**src/rtl/max_exp_sched_pkg.sv**
```systemverilog
// Shared types and constants for the max-exponent scheduler.
// Latency: n/a (declarations only).
// Backpressure: n/a.
package max_exp_pkg;
   localparam int EXP_W   = 6;
   localparam int N_TERMS = 9;

   localparam logic [3:0]       IDX_NONE   = 4'd15;
   localparam logic [EXP_W-1:0] SHIFT_SKIP = '1;

   typedef enum logic [1:0] {
      IDLE = 2'd0,
      SCAN = 2'd1,
      DONE = 2'd2
   } state_t;
endpackage

```
**src/rtl/max_exp_sched_if.sv**
```systemverilog
// Window-in / result-out bundle between multiplier array, scheduler and aligner.
// Latency: n/a (wiring only).
// Backpressure: i_valid/o_ready on the window side, o_valid/i_ready on the result side.
interface max_exp_sched_if;
   import max_exp_pkg::*;

   logic                     i_valid;
   logic                     o_ready;
   logic [N_TERMS-1:0]       i_skip;
   logic [EXP_W-1:0]         i_exp1;
   logic [EXP_W-1:0]         i_exp2;
   logic [EXP_W-1:0]         i_exp3;
   logic [EXP_W-1:0]         i_exp4;
   logic [EXP_W-1:0]         i_exp5;
   logic [EXP_W-1:0]         i_exp6;
   logic [EXP_W-1:0]         i_exp7;
   logic [EXP_W-1:0]         i_exp8;
   logic [EXP_W-1:0]         i_exp9;
   logic                     o_valid;
   logic                     i_ready;
   logic [EXP_W-1:0]         o_max_exp;
   logic [3:0]               o_max_idx;
   logic [N_TERMS*EXP_W-1:0] o_shift;
   logic                     o_all_skip;

   // Upstream/downstream side: supplies windows and consumes results.
   modport master (
      output i_valid, i_skip, i_exp1, i_exp2, i_exp3, i_exp4, i_exp5,
             i_exp6, i_exp7, i_exp8, i_exp9, i_ready,
      input  o_ready, o_valid, o_max_exp, o_max_idx, o_shift, o_all_skip
   );

   // Scheduler side.
   modport slave (
      input  i_valid, i_skip, i_exp1, i_exp2, i_exp3, i_exp4, i_exp5,
             i_exp6, i_exp7, i_exp8, i_exp9, i_ready,
      output o_ready, o_valid, o_max_exp, o_max_idx, o_shift, o_all_skip
   );
endinterface

```
**src/rtl/max_exp_sched_step.sv**
```systemverilog
// One compare/select step of the running-maximum scan over a window.
// Latency: combinational.
// Backpressure: none; the caller decides when the result is registered.
module max_exp_step
   import max_exp_pkg::*;
(
   input  logic [EXP_W-1:0] cur_max,
   input  logic [3:0]       cur_idx,
   input  logic [EXP_W-1:0] term_exp,
   input  logic             skip,
   input  logic [3:0]       term_idx,
   output logic [EXP_W-1:0] next_max,
   output logic [3:0]       next_idx
);

   // Strictly-greater keeps the earliest index on ties; the first unskipped
   // term always wins so an all-zero window still reports a real index.
   always_comb begin
      next_max = cur_max;
      next_idx = cur_idx;
      if (!skip && ((cur_idx == IDX_NONE) || (term_exp > cur_max))) begin
         next_max = term_exp;
         next_idx = term_idx;
      end
   end

endmodule

```
**src/rtl/max_exp_sched.sv**
```systemverilog
// Finds the max exponent of a 3x3 window by scanning one term per cycle, then emits shifts.
// Latency: 9 cycles accept-to-valid; one window per 11 cycles at best.
// Backpressure: o_ready only in IDLE; result held in DONE until i_ready.
module max_exp_sched
   import max_exp_pkg::*;
(
   input  logic            i_clk,
   input  logic            i_rst,
   max_exp_sched_if.slave  bus
);

   state_t           state;
   state_t           state_nxt;
   logic [3:0]       cnt;
   logic [N_TERMS-1:0] skip_reg;
   logic [EXP_W-1:0] exp_reg [N_TERMS];
   logic [EXP_W-1:0] max_reg;
   logic [3:0]       idx_reg;
   logic [EXP_W-1:0] step_max;
   logic [3:0]       step_idx;
   logic             accept;

   assign accept = (state == IDLE) && bus.i_valid;

   // Single shared comparator, fed by the term the counter points at.
   max_exp_step u_step (
      .cur_max  (max_reg),
      .cur_idx  (idx_reg),
      .term_exp (exp_reg[cnt]),
      .skip     (skip_reg[4'd8 - cnt]),
      .term_idx (cnt + 4'd1),
      .next_max (step_max),
      .next_idx (step_idx)
   );

   // State register.
   always_ff @(posedge i_clk or posedge i_rst) begin
      if (i_rst) state <= IDLE;
      else       state <= state_nxt;
   end

   // Next-state and handshake outputs.
   always_comb begin
      state_nxt   = state;
      bus.o_ready = 1'b0;
      bus.o_valid = 1'b0;
      case (state)
         IDLE: begin
            bus.o_ready = 1'b1;
            if (bus.i_valid) state_nxt = SCAN;
         end
         SCAN: begin
            if (cnt == 4'(N_TERMS - 1)) state_nxt = DONE;
         end
         DONE: begin
            bus.o_valid = 1'b1;
            if (bus.i_ready) state_nxt = IDLE;
         end
         default: state_nxt = IDLE;
      endcase
   end

   // Window capture on accept, running max/idx update while scanning.
   always_ff @(posedge i_clk or posedge i_rst) begin
      if (i_rst) begin
         cnt      <= '0;
         skip_reg <= '0;
         max_reg  <= '0;
         idx_reg  <= IDX_NONE;
         for (int k = 0; k < N_TERMS; k++) exp_reg[k] <= '0;
      end else if (accept) begin
         cnt        <= '0;
         skip_reg   <= bus.i_skip;
         max_reg    <= '0;
         idx_reg    <= IDX_NONE;
         exp_reg[0] <= bus.i_exp1;
         exp_reg[1] <= bus.i_exp2;
         exp_reg[2] <= bus.i_exp3;
         exp_reg[3] <= bus.i_exp4;
         exp_reg[4] <= bus.i_exp5;
         exp_reg[5] <= bus.i_exp6;
         exp_reg[6] <= bus.i_exp7;
         exp_reg[7] <= bus.i_exp8;
         exp_reg[8] <= bus.i_exp9;
      end else if (state == SCAN) begin
         max_reg <= step_max;
         idx_reg <= step_idx;
         cnt     <= cnt + 4'd1;
      end
   end

   assign bus.o_max_exp  = max_reg;
   assign bus.o_max_idx  = idx_reg;
   assign bus.o_all_skip = &skip_reg;

   // Alignment shifts: skipped terms are pushed fully out; term 1 lands in the MSBs.
   always_comb begin
      bus.o_shift = '0;
      for (int k = 0; k < N_TERMS; k++) begin
         bus.o_shift[(N_TERMS-1-k)*EXP_W +: EXP_W] =
            skip_reg[N_TERMS-1-k] ? SHIFT_SKIP : (max_reg - exp_reg[k]);
      end
   end

endmodule
```
**src/flat_wrapper.sv**
```systemverilog
// flat-port wrapper written by rule: the top's interface ports become plain ports
module max_exp_sched_flat import max_exp_pkg::*;
  (i_clk, i_rst, bus_i_valid, bus_i_skip, bus_i_exp1, bus_i_exp2, bus_i_exp3, bus_i_exp4, bus_i_exp5, bus_i_exp6, bus_i_exp7, bus_i_exp8, bus_i_exp9, bus_i_ready, bus_o_ready, bus_o_valid, bus_o_max_exp, bus_o_max_idx, bus_o_shift, bus_o_all_skip);
  max_exp_sched_if bus_i ();
  input  logic i_clk;
  input  logic i_rst;
  input wire logic [$bits(bus_i.i_valid)-1:0] bus_i_valid;
  input wire logic [$bits(bus_i.i_skip)-1:0] bus_i_skip;
  input wire logic [$bits(bus_i.i_exp1)-1:0] bus_i_exp1;
  input wire logic [$bits(bus_i.i_exp2)-1:0] bus_i_exp2;
  input wire logic [$bits(bus_i.i_exp3)-1:0] bus_i_exp3;
  input wire logic [$bits(bus_i.i_exp4)-1:0] bus_i_exp4;
  input wire logic [$bits(bus_i.i_exp5)-1:0] bus_i_exp5;
  input wire logic [$bits(bus_i.i_exp6)-1:0] bus_i_exp6;
  input wire logic [$bits(bus_i.i_exp7)-1:0] bus_i_exp7;
  input wire logic [$bits(bus_i.i_exp8)-1:0] bus_i_exp8;
  input wire logic [$bits(bus_i.i_exp9)-1:0] bus_i_exp9;
  input wire logic [$bits(bus_i.i_ready)-1:0] bus_i_ready;
  output wire logic [$bits(bus_i.o_ready)-1:0] bus_o_ready;
  output wire logic [$bits(bus_i.o_valid)-1:0] bus_o_valid;
  output wire logic [$bits(bus_i.o_max_exp)-1:0] bus_o_max_exp;
  output wire logic [$bits(bus_i.o_max_idx)-1:0] bus_o_max_idx;
  output wire logic [$bits(bus_i.o_shift)-1:0] bus_o_shift;
  output wire logic [$bits(bus_i.o_all_skip)-1:0] bus_o_all_skip;
  assign bus_i.i_valid = bus_i_valid;
  assign bus_i.i_skip = bus_i_skip;
  assign bus_i.i_exp1 = bus_i_exp1;
  assign bus_i.i_exp2 = bus_i_exp2;
  assign bus_i.i_exp3 = bus_i_exp3;
  assign bus_i.i_exp4 = bus_i_exp4;
  assign bus_i.i_exp5 = bus_i_exp5;
  assign bus_i.i_exp6 = bus_i_exp6;
  assign bus_i.i_exp7 = bus_i_exp7;
  assign bus_i.i_exp8 = bus_i_exp8;
  assign bus_i.i_exp9 = bus_i_exp9;
  assign bus_i.i_ready = bus_i_ready;
  assign bus_o_ready = bus_i.o_ready;
  assign bus_o_valid = bus_i.o_valid;
  assign bus_o_max_exp = bus_i.o_max_exp;
  assign bus_o_max_idx = bus_i.o_max_idx;
  assign bus_o_shift = bus_i.o_shift;
  assign bus_o_all_skip = bus_i.o_all_skip;
  max_exp_sched u_core (.i_clk(i_clk), .i_rst(i_rst), .bus(bus_i));
endmodule
```
**config.mk**
```make
export PLATFORM = sky130hd
export DESIGN_NAME = max_exp_sched_flat
export DESIGN_NICKNAME = d
export VERILOG_FILES = /design/src/rtl/max_exp_sched_pkg.sv /design/src/rtl/max_exp_sched_if.sv /design/src/rtl/max_exp_sched_step.sv /design/src/rtl/max_exp_sched.sv /design/src/flat_wrapper.sv
export SDC_FILE = /design/constraint.sdc
export NUM_CORES = 1
export LEC_CHECK = 0
export CELL_PAD_IN_SITES_DETAIL_PLACEMENT = 0
export CELL_PAD_IN_SITES_GLOBAL_PLACEMENT = 1
export CORE_ASPECT_RATIO = 1.5
export CORE_MARGIN = 8
export CORE_UTILIZATION = 30
export CTS_CLUSTER_DIAMETER = 80
export DETAILED_ROUTE_END_ITERATION = 7
export GPL_TIMING_DRIVEN = 0
export PLACE_DENSITY = 0.73
export SYNTH_ARGS = -nofsm -noshare
export SYNTH_HDL_FRONTEND = slang
export SYNTH_HIERARCHICAL = 1
export SYNTH_SLANG_ARGS = --single-unit
```
**constraint.sdc**
```tcl
create_clock -name i_clk -period 4.9 [get_ports i_clk]
set_input_delay 0.49 -clock i_clk [delete_from_list [all_inputs] [get_ports i_clk]]
set_output_delay 0.49 -clock i_clk [all_outputs]
set_load 0.01 [all_outputs]
```
==> impl_results.md, run 1 <==
- Io pins: 134
- Number of flip-flops in the largest register: 54
- Via density: 4.95
- Router iterations before antenna repair: 4
- Synth async-reset ratio: 1.00
- Vias: 5754
- Leak Pwr: 3.82 nW
- Unique masters post-synth: 47
- Final Skew: 0.00687 ns
- Longest Clk Path Bufs: 2
- Seq/Total Area, Yosys: 0.310
- Yosys reg bits: 79
- Max H-tree Level: 3
- Hold buffers post-CTS: 0
- Setup Fix Bufs, Post-CTS: 0
- Antenna diode count: 0
- Total grt overflow: 0
- DP HPWL: 17200 um
- Cells along the critical path: inv_1 > ha_1 > inv_1 > fa_1 > a21o_1 > a21oi_1 > xor2_1 > nand2b_1 > clkdlybuf4s50_1
- Max-slew violation count: 0
- Die area: 26300 um2
- Mean Syn Cell Area: 8.58 um2
- Cells after synthesis: 745
- FP Rows: 65
- Global-route wire length before repair: 33600 um
- 1st-iter DRT viols: 285
- Layout Utilization: 0.399
- Most frequent cells in the layout: nand2_1 (173), clkdlybuf4s50_1 (133), dfrtp_1 (74)
- WL/cell: 18.9 um
- Number of flops mapped to enable cells by yosys: 0
- Status: complete, no violations
- RD Place Congestion: 0.862
- Final setup violating endpoints: 0
- Worst skew pair latency: 0.34 ns
- Remaining antenna violation count after routing: 0
- Period Utilization, post-route: 0.740
- Core Region: 21000 um2
- Die span in x: 135 um
- Input/output buffers: 133
- Required @ worst endpoint: 4.41 ns
- WL final: 22000 um
- Worst slew pin tran: 0.853 ns
- Largest net degree at the start of global routing: 58
- # resized after CTS: 0
- Worst path slowest cell: inv_1
- Total Neg Setup Slack: 0 ns
- Minimum clock period after layout: 3.62 ns
- GRT Total Usage: 0.167
- Final Power: 7.94 mW
- Critical Path AT: 3.13 ns
- Crit path buffers/inverters: 3
- Mapped cell area: 6390 um2
- Share of cells above drive strength 1: 0.0793
- Max Cap Violations: 0
- Commonest non-fill, non-tap cell in the layout: nand2_1
- VDD IR max: 0.568 mV
- Top Family by Delay on Critical Path: buffers and inverters
- Synthesized Nets: 874
- Yosys warns: 6
- CP Class: register to output pin
- Initial core utilization: 0.305
- Worst hold path class: primary input to asynchronous set/reset pin
- Crit. End Element: output pin
- TritonCTS clock tree: done
- Die height: 195 um
- CP startpoint kind: register
- # nets final: 1019
- Maximum net fanout on the critical path: 10
- Fillers: 2194
- CP most frequent cell: inv_1
- CTS buffer count: 9
- Pwr/cell area: 948 nW/um2
- Syn-to-layout area delta: 30.9%
- Final Hold Viols: 0
- Initial antenna violation count: 0
- Drc violations: 0
- Vias in the first global route: 6105
- Root buffer cell: clkbuf_16
- Sink Count: 79
- Most used DFF post-synth: dfrtp_1
- Worst-path clk slew: 0.06 ns
- Unrepaired setup endpoints after global routing: false
- Peak Freq: 276 MHz
- Slew HR: 0.431
- Largest stage delay, worst path: 0.51 ns
## per-layer routing
layer / part of all wire / up-vias / GRT usage
met5: 0 / - / 0
met4: 0.023 / 0 / 0.0537
met3: 0.035 / 28 / 0.0245
met2: 0.54 / 137 / 0.316
met1: 0.40 / 2746 / 0.182
li1: - / 2843 / -
## stage by stage
| step | instance area, um2 | std cells | hold WS, ns | worst slack (ns) |
|---|---|---|---|---|
| 3_3_place_gp | 8060 | 1146 | 0.493 | 0.925 |
| 2_1_floorplan | 6390 | 745 | 0.471 | 2.13 |
| 5_1_grt | 8370 | 1163 | 0.491 | 1.11 |
| 3_5_place_dp | 8090 | 1147 | 0.501 | 1.59 |
| 6_report | 8370 | 1163 | 0.464 | 1.28 |
| 4_1_cts | 8370 | 1163 | 0.472 | 1.22 |
## power breakdown
part | switching [mW] | internal, mW | total (mW)
Clock | 0.265 | 0.370 | 0.634
Combinational | 2.87 | 3.03 | 5.91
Sequential | 0.410 | 0.986 | 1.40
## synth_stat cells (all sizes together), types with 11 or more instances
master | n | area, um2
inv | 56 | 210
nor2b | 23 | 144
xor2 | 11 | 96.3
clkbuf | 15 | 56.3
buf | 21 | 146
ha | 53 | 663
xnor2 | 21 | 251
nor3 | 11 | 55.1
nand2 | 173 | 649
a22oi | 12 | 90.1
nand2b | 28 | 175
mux2i | 24 | 240
nand3 | 20 | 100
dfrtp | 75 | 1880
o21ai | 52 | 260
## cell families (layout without fill, tap and decap cells)
group | count (synthesis) | in the layout | synth area share
flops | 79 | 79 | 0.310
fa+ha+maj | 62 | 62 | 0.132
compound gates | 127 | 127 | 0.128
simple gates | 317 | 317 | 0.243
mux | 36 | 36 | 0.0681
xor+xnor | 32 | 32 | 0.0544
buf+inv | 92 | 242 | 0.0646
## worst register-to-register path, stage by stage, from the launching register on
cell and delay, ns:
dfrtp_1 0.40, buf_2 0.25, nor2b_1 0.40, a22oi_1 0.20, nand2_1 0.15, o21ai_0 0.16, ha_1 0.36, and4_4 0.19
a41o_1 0.23, a41o_1 0.21, buf_6 0.16, mux2_4 0.30, nand2_1 0.06, o21ai_0 0.08
## worst paths after layout
path                                              start                 endpoint  slack [ns]  cells past startpoint
worst max-delay path            u_core/bus.o_max_exp[0]          bus_o_shift[16]        1.28                      9
worst min-delay path                              i_rst       u_core/skip_reg[8]        0.46                      2
worst max register to register            u_core/cnt[0]  u_core/bus.o_max_exp[2]        1.61                     13
worst min register to register  u_core/bus.o_max_idx[2]  u_core/bus.o_max_idx[2]        0.52                      2
max in group asynchronous                         i_rst  u_core/bus.o_max_idx[0]        3.81                      3
min in group i_clk              u_core/bus.o_max_idx[2]  u_core/bus.o_max_idx[2]        0.52                      2
## final cells by class
| type | count | area, um2 | share of cell area |
|---|---|---|---|
| multi-input combinational | 574 | 4000 | 0.478 |
| sequential | 79 | 1980 | 0.237 |
| timing repair buffer | 134 | 1360 | 0.162 |
| tap | 268 | 335 | 0.0401 |
| clock buffer | 13 | 260 | 0.0311 |
| inverter | 56 | 213 | 0.0254 |
| buffer | 36 | 203 | 0.0242 |
| clock inverter | 3 | 17.5 | 0.00209 |
Note: power is estimated with default switching activity, not from simulation.
==> run 2: changes to the inputs <==
- clock period: 4.9 -> 3.5 ns (I/O delays scaled with it)
==> run 2 against run 1 <==
Effect of this change:
- worst setup slack got worse by 1.1 ns
- routed wire length increased by 0.24%
- global-route usage unchanged
- sequential share of layout area hardly changed
- core utilization about the same
- non-clock buffer count stayed put
- clock power grew 40%
- flip-flop and latch count is the same
- critical path type is now register to register
- critical endpoint is now u_core/bus.o_max_exp[2]
- largest power group unchanged
- highest routed layer unchanged
==> impl_results.md, run 2 (same netlist as run 1, synthesis figures left out) <==
- Status: complete, no violations (unchanged)
- Root buffer cell: clkbuf_16 (unchanged)
- RD Place Congestion: 0.862 (unchanged)
- Layout Utilization: 0.399 (about the same)
- Setup Fix Bufs, Post-CTS: 0 (unchanged)
- Total Neg Setup Slack: 0 ns (unchanged)
- Worst-path clk slew: 0.06 ns (about the same)
- Global-route wire length before repair: 33600 um (unchanged)
- CP startpoint kind: register (unchanged)
- WL/cell: 18.9 um (about the same)
- DP HPWL: 17200 um (unchanged)
- Vias in the first global route: 6105 (unchanged)
- TritonCTS clock tree: done (unchanged)
- Leak Pwr: 3.82 nW (about the same)
- Die area: 26300 um2 (unchanged)
- Worst slew pin tran: 0.844 ns (was 0.853 ns)
- VDD IR max: 0.795 mV (was 0.568 mV)
- Die height: 195 um (unchanged)
- Longest Clk Path Bufs: 2 (unchanged)
- Io pins: 134 (unchanged)
- Max-slew violation count: 0 (unchanged)
- Crit. End Element: register (was output pin)
- Maximum net fanout on the critical path: 10 (unchanged)
- Required @ worst endpoint: 3.71 ns (was 4.41 ns)
- Vias: 5764 (was 5754)
- Die span in x: 135 um (unchanged)
- Largest net degree at the start of global routing: 58 (unchanged)
- Router iterations before antenna repair: 5 (was 4)
- CP Class: register to register (was register to output pin)
- Hold_ws: 0.333 ns (was 0.464 ns)
- FP Rows: 65 (unchanged)
- Non-Filler Instances: 1163 (unchanged)
- Period Utilization, post-route: 0.936
- Final Power: 11.1 mW (was 7.94 mW)
- Core Region: 21000 um2 (unchanged)
- Area after DPL: 8090 um2 (unchanged)
- Commonest non-fill, non-tap cell in the layout: nand2_1 (unchanged)
- Sink Count: 79 (unchanged)
- Dpl cells: 1147 (unchanged)
- Worst hold path class: primary input to asynchronous set/reset pin (unchanged)
- Share of cells above drive strength 1: 0.0804 (was 0.0793)
- Input/output buffers: 133 (unchanged)
- Final worst slack: 0.225 ns (was 1.28 ns)
- Slew HR: 0.438 (was 0.431)
- Pwr/cell area: 1330 nW/um2 (was 948 nW/um2)
- Via density: 4.96 (was 4.95)
- Number of flip-flops in the largest register: 54 (unchanged)
- Syn-to-layout area delta: 31.0% (was 30.9%)
- Critical Path AT: 3.48 ns (was 3.13 ns)
- Pre-CTS setup slack: 0.280 ns (was 1.59 ns)
- Remaining antenna violation count after routing: 0 (unchanged)
- CTS buffer count: 9 (unchanged)
- Final instance area: 8380 um2 (was 8370 um2)
- Final setup violating endpoints: 0 (unchanged)
- Antenna diode count: 0 (unchanged)
- 1st-iter DRT viols: 247 (was 285)
- Initial antenna violation count: 0 (unchanged)
- Most frequent cells in the layout: nand2_1 (173), clkdlybuf4s50_1 (133), dfrtp_1 (74) (unchanged)
- Peak Freq: 305 MHz
- Total grt overflow: 0 (unchanged)
- Initial core utilization: 0.305 (unchanged)
- Fillers: 2194 (unchanged)
- WL final: 22000 um (about the same)
- Minimum clock period after layout: 3.28 ns
- Final Hold Viols: 0 (unchanged)
- Final Skew: 0.00547 ns (was 0.00687 ns)
- Max Cap Violations: 0 (unchanged)
- # nets final: 1019 (unchanged)
- Worst skew pair latency: 0.34 ns (about the same)
- Drc violations: 0 (unchanged)
- Max H-tree Level: 3 (unchanged)
- GRT Total Usage: 0.167 (unchanged)
- Unrepaired setup endpoints after global routing: false (unchanged)
[run 2: cell types whose count changed in the layout (fill, tap and decap cells not counted), sizes merged]
cell      before  now
clkinvlp       1    2
inv           56   55
[run 2: final cells by class]
type	instances	area, um2	area share
Timing Repair Buffer	134	1360	0.162
Tap cell	268	335	0.0400
Multi-Input combinational cell	574	4000	0.478
Inverter	56	216	0.0258
Clock buffer	13	260	0.0311
Sequential cell	79	1990	0.237
Clock inverter	3	17.5	0.00209
Buffer	36	203	0.0242
[run 2: final timing paths]
kind / start / end / slack [ns] / cells past startpoint
worst max register to register: u_core/cnt[0] / u_core/bus.o_max_exp[2] / 0.22 / 13
worst max-delay path: u_core/cnt[0] / u_core/bus.o_max_exp[2] / 0.22 / 13
max in group asynchronous: i_rst / u_core/bus.o_max_idx[0] / 2.54 / 3
worst min-delay path: i_rst / u_core/state[1] / 0.33 / 2
min in group i_clk: u_core/bus.o_max_idx[2] / u_core/bus.o_max_idx[2] / 0.52 / 2
worst min register to register: u_core/bus.o_max_idx[2] / u_core/bus.o_max_idx[2] / 0.52 / 2
[run 2: worst max-delay path, stage by stage, from the launching register on]
cell,delay [ns]
dfrtp_1,0.40
buf_2,0.25
nor2b_1,0.40
a22oi_1,0.19
nand2_1,0.14
o21ai_0,0.16
ha_1,0.37
and4_4,0.19
a41o_1,0.23
a41o_1,0.21
buf_6,0.16
mux2_4,0.30
nand2_1,0.06
o21ai_0,0.08
[run 2: metal layers]
metal / wire, um / vias up / GRT usage / share of wire
met1: 8710 / 2746 / 0.182 / 0.40
met3: 815 / 30 / 0.0245 / 0.037
li1: - / 2840 / - / -
met4: 555 / 0 / 0.0537 / 0.025
met5: 0 / - / 0 / 0
met2: 11900 / 148 / 0.316 / 0.54
[run 2: timing repair]
action,4_1_cts,5_1_grt
resized for setup,1,1
cloned,0,0
setup endpoints to repair,5,1
hold buffers,0,0
[run 2: power breakdown]
part / internal (mW) / switching, mW / total, mW
Clock: 0.518 / 0.371 / 0.888
Sequential: 1.38 / 0.577 / 1.96
Combinational: 4.25 / 4.03 / 8.27
Total: 6.15 / 4.97 / 11.1
